$ cat config.mk
export PLATFORM = sky130hd
export DESIGN_NAME = axi4_write_slave
export DESIGN_NICKNAME = d
export VERILOG_FILES = /design/src/rtl/axi4_pkg.sv /design/src/rtl/axi_sync_fifo.sv /design/src/rtl/axi4_write_slave.sv
export SDC_FILE = /design/constraint.sdc
export NUM_CORES = 1
export LEC_CHECK = 0
export ABC_AREA = 1
export BUFFER_PORTS_ARGS = -buffer_cell sky130_fd_sc_hd__buf_2
export CAP_MARGIN = 20
export CORE_AREA = 2 2 215 217
export DETAILED_ROUTE_END_ITERATION = 8
export DIE_AREA = 0 0 217 219
export SYNTH_ARGS = -nofsm -noshare
export SYNTH_HDL_FRONTEND = slang
export SYNTH_SLANG_ARGS = --single-unit
$ cat constraint.sdc
create_clock -name clock -period 7.8 [get_ports clock]
set_clock_uncertainty 0.15 [all_clocks]
set_input_delay 0.39 -clock clock [delete_from_list [all_inputs] [get_ports clock]]
set_output_delay 0.39 -clock clock [all_outputs]
set_load 0.05 [all_outputs]
$ cat src/rtl/axi4_pkg.sv
// Shared AXI4 types and constants for the write-side slave and the future read side.
package axi4_pkg;

  typedef enum logic [1:0] {
    FIXED = 2'b00,
    INCR  = 2'b01,
    WRAP  = 2'b10,
    RSVD  = 2'b11
  } burst_e;

  typedef enum logic [1:0] {
    IDLE  = 2'd0,
    BURST = 2'd1,
    RESP  = 2'd2
  } wr_state_e;

  localparam logic [1:0] RESP_OKAY   = 2'b00;
  localparam logic [1:0] RESP_SLVERR = 2'b10;

  // A burst is illegal when it is wider than the bus, uses the reserved
  // encoding, or is a WRAP whose beat count is not 2, 4, 8 or 16.
  function automatic logic burst_illegal(input logic [2:0] size, input burst_e burst,
                                         input logic [7:0] len, input int lsb);
    logic bad;
    bad = (int'(size) > lsb) || (burst == RSVD);
    if ((burst == WRAP) && !(len inside {8'd1, 8'd3, 8'd7, 8'd15})) bad = 1'b1;
    return bad;
  endfunction

endpackage

$ cat src/rtl/axi_sync_fifo.sv
// Single-clock FIFO with async reset; head entry is presented combinationally on rdata.
module axi_sync_fifo #(
  parameter int WIDTH = 8,
  parameter int DEPTH = 4
) (
  input  logic             clock,
  input  logic             reset,
  input  logic             push,
  input  logic [WIDTH-1:0] wdata,
  input  logic             pop,
  output logic [WIDTH-1:0] rdata,
  output logic             full,
  output logic             empty
);

  localparam int PTR_W = $clog2(DEPTH);

  logic [WIDTH-1:0] mem_q [DEPTH];
  logic [PTR_W-1:0] wr_ptr_q, wr_ptr_d, rd_ptr_q, rd_ptr_d;
  logic [PTR_W:0]   count_q, count_d;
  logic             do_push, do_pop;

  assign full    = (count_q == (PTR_W+1)'(DEPTH));
  assign empty   = (count_q == '0);
  assign do_push = push && !full;
  assign do_pop  = pop && !empty;
  assign rdata   = mem_q[rd_ptr_q];

  // Pointer and occupancy update; simultaneous push and pop leave the count unchanged.
  always_comb begin
    wr_ptr_d = wr_ptr_q;
    rd_ptr_d = rd_ptr_q;
    count_d  = count_q;
    if (do_push) wr_ptr_d = wr_ptr_q + PTR_W'(1);
    if (do_pop)  rd_ptr_d = rd_ptr_q + PTR_W'(1);
    case ({do_push, do_pop})
      2'b10:   count_d = count_q + (PTR_W+1)'(1);
      2'b01:   count_d = count_q - (PTR_W+1)'(1);
      default: count_d = count_q;
    endcase
  end

  // Control state registers.
  always_ff @(posedge clock or posedge reset) begin
    if (reset) begin
      wr_ptr_q <= '0;
      rd_ptr_q <= '0;
      count_q  <= '0;
    end else begin
      wr_ptr_q <= wr_ptr_d;
      rd_ptr_q <= rd_ptr_d;
      count_q  <= count_d;
    end
  end

  // Storage needs no reset: entries are only read once written.
  always_ff @(posedge clock) begin
    if (do_push) mem_q[wr_ptr_q] <= wdata;
  end

endmodule

$ cat src/rtl/axi4_write_slave.sv
// AXI4 write slave: queues AW requests, walks each burst beat by beat and drives
// a registered word-addressed memory write port, returning one B per burst.
module axi4_write_slave
  import axi4_pkg::*;
#(
  parameter  int ID_W      = 10,
  parameter  int ADDR_W    = 32,
  parameter  int DATA_W    = 32,
  parameter  int AW_DEPTH  = 4,
  parameter  int MEM_WORDS = 1024,
  localparam int STRB_W    = DATA_W / 8,
  localparam int LSB       = $clog2(STRB_W),
  localparam int MA_W      = $clog2(MEM_WORDS)
) (
  input  logic              clock,
  input  logic              reset,
  input  logic [ID_W-1:0]   AWID,
  input  logic [ADDR_W-1:0] AWADDR,
  input  logic [7:0]        AWLEN,
  input  logic [2:0]        AWSIZE,
  input  logic [1:0]        AWBURST,
  input  logic              AWLOCK,
  input  logic [3:0]        AWCACHE,
  input  logic [2:0]        AWPROT,
  input  logic [3:0]        AWQOS,
  input  logic              AWVALID,
  output logic              AWREADY,
  input  logic [DATA_W-1:0] WDATA,
  input  logic [STRB_W-1:0] WSTRB,
  input  logic              WLAST,
  input  logic              WVALID,
  output logic              WREADY,
  output logic [ID_W-1:0]   BID,
  output logic [1:0]        BRESP,
  output logic              BVALID,
  input  logic              BREADY,
  output logic              mem_we,
  output logic [MA_W-1:0]   mem_addr,
  output logic [DATA_W-1:0] mem_wdata,
  output logic [STRB_W-1:0] mem_wstrb,
  output wr_state_e         dbg_state
);

  // Handshakes: a transfer happens on a rising edge where VALID and READY are both
  // high; VALID never waits on READY, and B holds BID/BRESP stable until BREADY.

  typedef struct packed {
    logic [ID_W-1:0]   id;
    logic [ADDR_W-1:0] addr;
    logic [7:0]        len;
    logic [2:0]        size;
    burst_e            burst;
  } aw_req_t;

  localparam int REQ_W = $bits(aw_req_t);

  aw_req_t           aw_req, aw_head;
  logic [REQ_W-1:0]  fifo_rdata;
  logic              fifo_full, fifo_empty, aw_push, aw_pop, rst_done_q;

  wr_state_e         state_q, state_d;
  logic [ID_W-1:0]   id_q, id_d, bid_q, bid_d;
  logic [ADDR_W-1:0] addr_q, addr_d, addr_nxt, inc, bound, word;
  logic [7:0]        len_q, len_d, cnt_q, cnt_d;
  logic [2:0]        size_q, size_d;
  burst_e            burst_q, burst_d;
  logic              err_q, err_d, illegal_q, illegal_d;
  logic              wready_q, wready_d, bvalid_q, bvalid_d;
  logic [1:0]        bresp_q, bresp_d;
  logic              mem_we_q, mem_we_d;
  logic [MA_W-1:0]   mem_addr_q, mem_addr_d;
  logic [DATA_W-1:0] mem_wdata_q, mem_wdata_d;
  logic [STRB_W-1:0] mem_wstrb_q, mem_wstrb_d;
  logic              w_hs, last_beat, oor;
  logic              unused_ok;

  assign unused_ok = ^{AWLOCK, AWCACHE, AWPROT, AWQOS};

  // Pack the AW fields into a queue entry.
  always_comb begin
    aw_req       = '0;
    aw_req.id    = AWID;
    aw_req.addr  = AWADDR;
    aw_req.len   = AWLEN;
    aw_req.size  = AWSIZE;
    aw_req.burst = burst_e'(AWBURST);
  end

  assign AWREADY = rst_done_q && !fifo_full;
  assign aw_push = AWVALID && AWREADY;
  assign aw_pop  = (state_q == IDLE) && !fifo_empty;
  assign aw_head = aw_req_t'(fifo_rdata);

  axi_sync_fifo #(.WIDTH(REQ_W), .DEPTH(AW_DEPTH)) u_aw_fifo (
    .clock (clock),
    .reset (reset),
    .push  (aw_push),
    .wdata (aw_req),
    .pop   (aw_pop),
    .rdata (fifo_rdata),
    .full  (fifo_full),
    .empty (fifo_empty)
  );

  // Holds AWREADY low until the first edge after reset release.
  always_ff @(posedge clock or posedge reset) begin
    if (reset) rst_done_q <= 1'b0;
    else       rst_done_q <= 1'b1;
  end

  // Next beat address for the active burst, all in ADDR_W bits.
  always_comb begin
    inc   = ADDR_W'(1) << size_q;
    bound = (ADDR_W'(len_q) + ADDR_W'(1)) * inc;
    word  = addr_q >> LSB;
    oor   = (word >= ADDR_W'(MEM_WORDS));
    case (burst_q)
      INCR:    addr_nxt = (addr_q & ~(inc - ADDR_W'(1))) + inc;
      WRAP:    addr_nxt = (addr_q & ~(bound - ADDR_W'(1))) |
                          ((addr_q + inc) & (bound - ADDR_W'(1)));
      default: addr_nxt = addr_q;
    endcase
  end

  assign w_hs      = WVALID && wready_q;
  assign last_beat = (cnt_q == len_q);

  // Burst FSM next-state and registered-output logic.
  always_comb begin
    state_d     = state_q;
    id_d        = id_q;
    addr_d      = addr_q;
    len_d       = len_q;
    size_d      = size_q;
    burst_d     = burst_q;
    cnt_d       = cnt_q;
    err_d       = err_q;
    illegal_d   = illegal_q;
    wready_d    = wready_q;
    bvalid_d    = bvalid_q;
    bid_d       = bid_q;
    bresp_d     = bresp_q;
    mem_we_d    = 1'b0;
    mem_addr_d  = mem_addr_q;
    mem_wdata_d = mem_wdata_q;
    mem_wstrb_d = mem_wstrb_q;
    case (state_q)
      IDLE: begin
        if (!fifo_empty) begin
          id_d      = aw_head.id;
          addr_d    = aw_head.addr;
          len_d     = aw_head.len;
          size_d    = aw_head.size;
          burst_d   = aw_head.burst;
          cnt_d     = 8'd0;
          illegal_d = burst_illegal(aw_head.size, aw_head.burst, aw_head.len, LSB);
          err_d     = illegal_d;
          wready_d  = 1'b1;
          state_d   = BURST;
        end
      end
      BURST: begin
        if (w_hs) begin
          cnt_d       = cnt_q + 8'd1;
          addr_d      = addr_nxt;
          mem_addr_d  = word[MA_W-1:0];
          mem_wdata_d = WDATA;
          mem_wstrb_d = WSTRB;
          mem_we_d    = (WSTRB != '0) && !illegal_q && !oor;
          err_d       = err_q || (WLAST != last_beat) || oor;
          if (last_beat) begin
            wready_d = 1'b0;
            bvalid_d = 1'b1;
            bid_d    = id_q;
            bresp_d  = err_d ? RESP_SLVERR : RESP_OKAY;
            state_d  = RESP;
          end
        end
      end
      RESP: begin
        if (BREADY) begin
          bvalid_d = 1'b0;
          state_d  = IDLE;
        end
      end
      default: state_d = IDLE;
    endcase
  end

  // FSM, burst context and output registers.
  always_ff @(posedge clock or posedge reset) begin
    if (reset) begin
      state_q     <= IDLE;
      id_q        <= '0;
      addr_q      <= '0;
      len_q       <= '0;
      size_q      <= '0;
      burst_q     <= FIXED;
      cnt_q       <= '0;
      err_q       <= 1'b0;
      illegal_q   <= 1'b0;
      wready_q    <= 1'b0;
      bvalid_q    <= 1'b0;
      bid_q       <= '0;
      bresp_q     <= '0;
      mem_we_q    <= 1'b0;
      mem_addr_q  <= '0;
      mem_wdata_q <= '0;
      mem_wstrb_q <= '0;
    end else begin
      state_q     <= state_d;
      id_q        <= id_d;
      addr_q      <= addr_d;
      len_q       <= len_d;
      size_q      <= size_d;
      burst_q     <= burst_d;
      cnt_q       <= cnt_d;
      err_q       <= err_d;
      illegal_q   <= illegal_d;
      wready_q    <= wready_d;
      bvalid_q    <= bvalid_d;
      bid_q       <= bid_d;
      bresp_q     <= bresp_d;
      mem_we_q    <= mem_we_d;
      mem_addr_q  <= mem_addr_d;
      mem_wdata_q <= mem_wdata_d;
      mem_wstrb_q <= mem_wstrb_d;
    end
  end

  assign WREADY    = wready_q;
  assign BVALID    = bvalid_q;
  assign BID       = bid_q;
  assign BRESP     = bresp_q;
  assign mem_we    = mem_we_q;
  assign mem_addr  = mem_addr_q;
  assign mem_wdata = mem_wdata_q;
  assign mem_wstrb = mem_wstrb_q;
  assign dbg_state = state_q;

endmodule

==> impl_metrics.env <==
export IMPL_status="completed"
export IMPL_clockRootBuffer="clkbuf_16"
export IMPL_hold_slack_ps=47.1
export IMPL_track_usage=0.230
export IMPL_grt_most_used_layer="met2"
export IMPL_grt_pass1_wl_microns=85900
export IMPL_hold_path_class="input port to flip-flop"
export IMPL_drt_total_wl_microns=53500
export IMPL_synth_most_common_cell="nand2_1"
export IMPL_ff2ff_setup_slack_ps=1240
export IMPL_synth_top_family_by_area="simple AND/OR/NAND/NOR gates"
export IMPL_synth_seq_cells=355
export IMPL_viasPerCell=5.15
export IMPL_maxSlewHeadroom=0.341
export IMPL_critPathRequiredTime_ps=8140
export IMPL_synth_edf_count=220
export IMPL_overflow=0
export IMPL_synthMuxAreaShare=0.000499
export IMPL_ios=173
export IMPL_drive_above_1_share=0.109
export IMPL_drt_pre_antenna_iters=8
export IMPL_rsz0062_at_grt="no"
export IMPL_initial_core_util=0.445
export IMPL_clk_pin_slew_ps=60
export IMPL_syn_cell_area_sq_um=20100
export IMPL_grt_max_degree=89
export IMPL_synthTopCellsByCount="nand2_1, nor2_1, inv_1, edfxtp_1, o21ai_0"
export IMPL_arrival_ps=6900
export IMPL_cp_common_cell="nand2_1"
export IMPL_max_freq_mhz=152
export IMPL_synthSimpleGateAreaFrac=0.238
export IMPL_setup_viol=0
export IMPL_antenna_found_initial=2
export IMPL_setup_tns_ps=0
export IMPL_synth_largest_area_cell="edfxtp_1"
export IMPL_cp_end_kind="flip-flop"
export IMPL_synth_area_top_cells="edfxtp_1, dfrtp_1, nand2_1"
export IMPL_synth_warnings=0
export IMPL_cts_buffers_inserted=41
export IMPL_cts_tree="yes"
export IMPL_synth_compound_area_frac=0.0864
export IMPL_post_cts_buffers=0
export IMPL_max_cap_violations=0
export IMPL_routedWlPerCell_microns=16.9
export IMPL_postLayoutCoreUtil=0.523
export IMPL_grt_pass1_vias=16217
export IMPL_drt_iter0_drc=1215
export IMPL_critPathTopFamily="adder cells"
export IMPL_cpMaxStageDelayCell="dfrtp_1"
export IMPL_syn_inst=2295
export IMPL_drc=0
export IMPL_yosys_area_share_xor_xnor=0.0162
export IMPL_grt_util_met1=0.306
export IMPL_synthAdderAreaFrac=0.0990
export IMPL_clock_sinks=355
export IMPL_async_reset_ff_frac=0.380
export IMPL_use_met2=0.373
export IMPL_syn_nets=2534
export IMPL_ys_flop_type="edfxtp_1"
export IMPL_clock_path_buffers=3
export IMPL_finalCriticalPeriod_ps=6560
export IMPL_dieArea_sq_um=47500
export IMPL_crit_buf_inv=5
export IMPL_slew_viol_final=0
export IMPL_area_growth_pct=17.5
export IMPL_min_period_over_period=0.841
export IMPL_avgSynthCellArea_sq_um=8.74
export IMPL_vias=16273
export IMPL_yosysUniqueCellTypes=52
export IMPL_slowest_delay_ps=660
export IMPL_yosysTopAreaCellShare=0.329
export IMPL_ys_seq_area_frac=0.498
export IMPL_crit_path_max_fanout=12
export IMPL_core_area_sq_um=45100
export IMPL_worst_setup_path_start_kind="flip-flop"
export IMPL_use_met3=0.0516
export IMPL_path_class="flip-flop to flip-flop"
export IMPL_die_y_microns=219
export IMPL_nets=2765
export IMPL_rows=78
export IMPL_die_x_microns=217
export IMPL_tightest_slew_ps=986
export IMPL_dp_hpwl_microns=37000
export IMPL_detail_route_antenna_nets=0
export IMPL_place_congestion=0.930
export IMPL_insertion_delay_ps=580
export IMPL_hold_viol_final=0
export IMPL_io_buffers=159
export IMPL_cts_max_level=2
==> layer usage <==
metal / share of wire / vias up
met3: 0.066 / 65
met4: 0.020 / 0
met2: 0.46 / 412
li1: - / 8033
met5: 0 / -
met1: 0.45 / 7763
==> logic make-up (layout without fill, tap and decap cells) <==
kind of cell,Yosys count,after routing
xor+xnor,37,37
mux,1,1
buf+inv,314,577
other cells,2,4
flops,355,355
simple gates,1151,1151
compound gates,305,305
fa+ha+maj,130,130
==> through the flow <==
stage / instances / cell area, sq um / worst slack [ps]
after floorplan: 2295 / 20100 / 2240
after global placement: 2990 / 21400 / 1290
after detailed placement: 2990 / 21400 / 1220
after CTS: 3158 / 23600 / 1200
after global routing: 3160 / 23600 / 621
final: 3160 / 23600 / 1240
==> sequential cells by signal, summed over array words and instances (netlist names), 2 cells and up, named ones only <==
register / cells
id_q: 10
u_aw_fifo.rd_ptr_q: 2
dbg_state: 2
burst_q: 2
mem_wstrb: 4
u_aw_fifo.wr_ptr_q: 2
mem_addr: 10
size_q: 3
u_aw_fifo.count_q: 3
cnt_q: 8
mem_wdata: 32
BID: 10
len_q: 8
u_aw_fifo.mem_q: 220
==> repair_timing <==
item                      in CTS  in global routing
hold endpoints to repair     328                  0
hold buffers                  93                  0
resized for setup              0                  0
==> worst paths after layout <==
check,cells past startpoint,to,from
max,27,flip-flop,size_q[1]
min,3,BRESP[1],WLAST
max reg2reg,27,flip-flop,size_q[1]
min reg2reg,2,BID[0],BID[0]
max in group asynchronous,4,u_aw_fifo.rd_ptr_q[0],reset
min in group asynchronous,3,asynchronous set/reset pin,reset
==> worst register-to-register path, cell delays in order, from the launching register on <==
cell and delay [ps]:
dfrtp_1 660, nand2_1 160, nor2_2 440, nand2_1 160
fa_1 550, inv_1 50, fa_1 490, inv_1 50
fa_1 470, inv_1 60, fa_1 550, inv_1 70
fa_1 530, inv_1 40, ha_1 340, a21oi_1 270
o21ai_0 160, nand2_1 80, nand2_1 40, nand2_1 90
nand3_1 110, nand2_1 80, nand2_1 160, nand2_1 110
nand2_1 250, a21oi_1 240, nand2_1 70, nand2_1 50
==> layout make-up <==
type                    instances  area [sq um]
multi-input cells            1626          8880
fillers                      4269         21500
clock inverters                15           106
repair buffers                267          1840
well taps                     600           751
clock buffers                  60          1110
inverters                     235           892
diodes                          2          5.00
flip-flops and latches        355          9990
==> cells in the final DEF (no fill, tap or decap), types with 4 or more instances in the layout <==
master,netlist,layout
nand3b_1,8,8
nand4_1,23,23
nor3_1,17,17
nand3_1,134,134
inv_6,1,5
clkbuf_16,0,41
ha_1,82,82
a31oi_1,8,8
clkinv_1,0,5
dlygate4sd3_1,0,93
o22ai_1,27,27
edfxtp_1,220,220
nand2_1,685,685
inv_2,9,12
buf_2,13,159
xor2_1,29,29
buf_4,4,15
xnor2_1,8,8
o21ai_0,142,142
inv_1,225,221
nor2_4,4,9
nor2_1,247,242
nor4_1,4,4
a32o_1,20,20
clkbuf_1,51,18
nor2_2,5,5
fa_1,48,48
a21oi_1,86,86
dfrtp_1,135,134
nand2_2,11,11
Power is left out: the tool's default activity adds up to more than one toggle a clock period on the data nets, which glitch-free logic cannot reach.
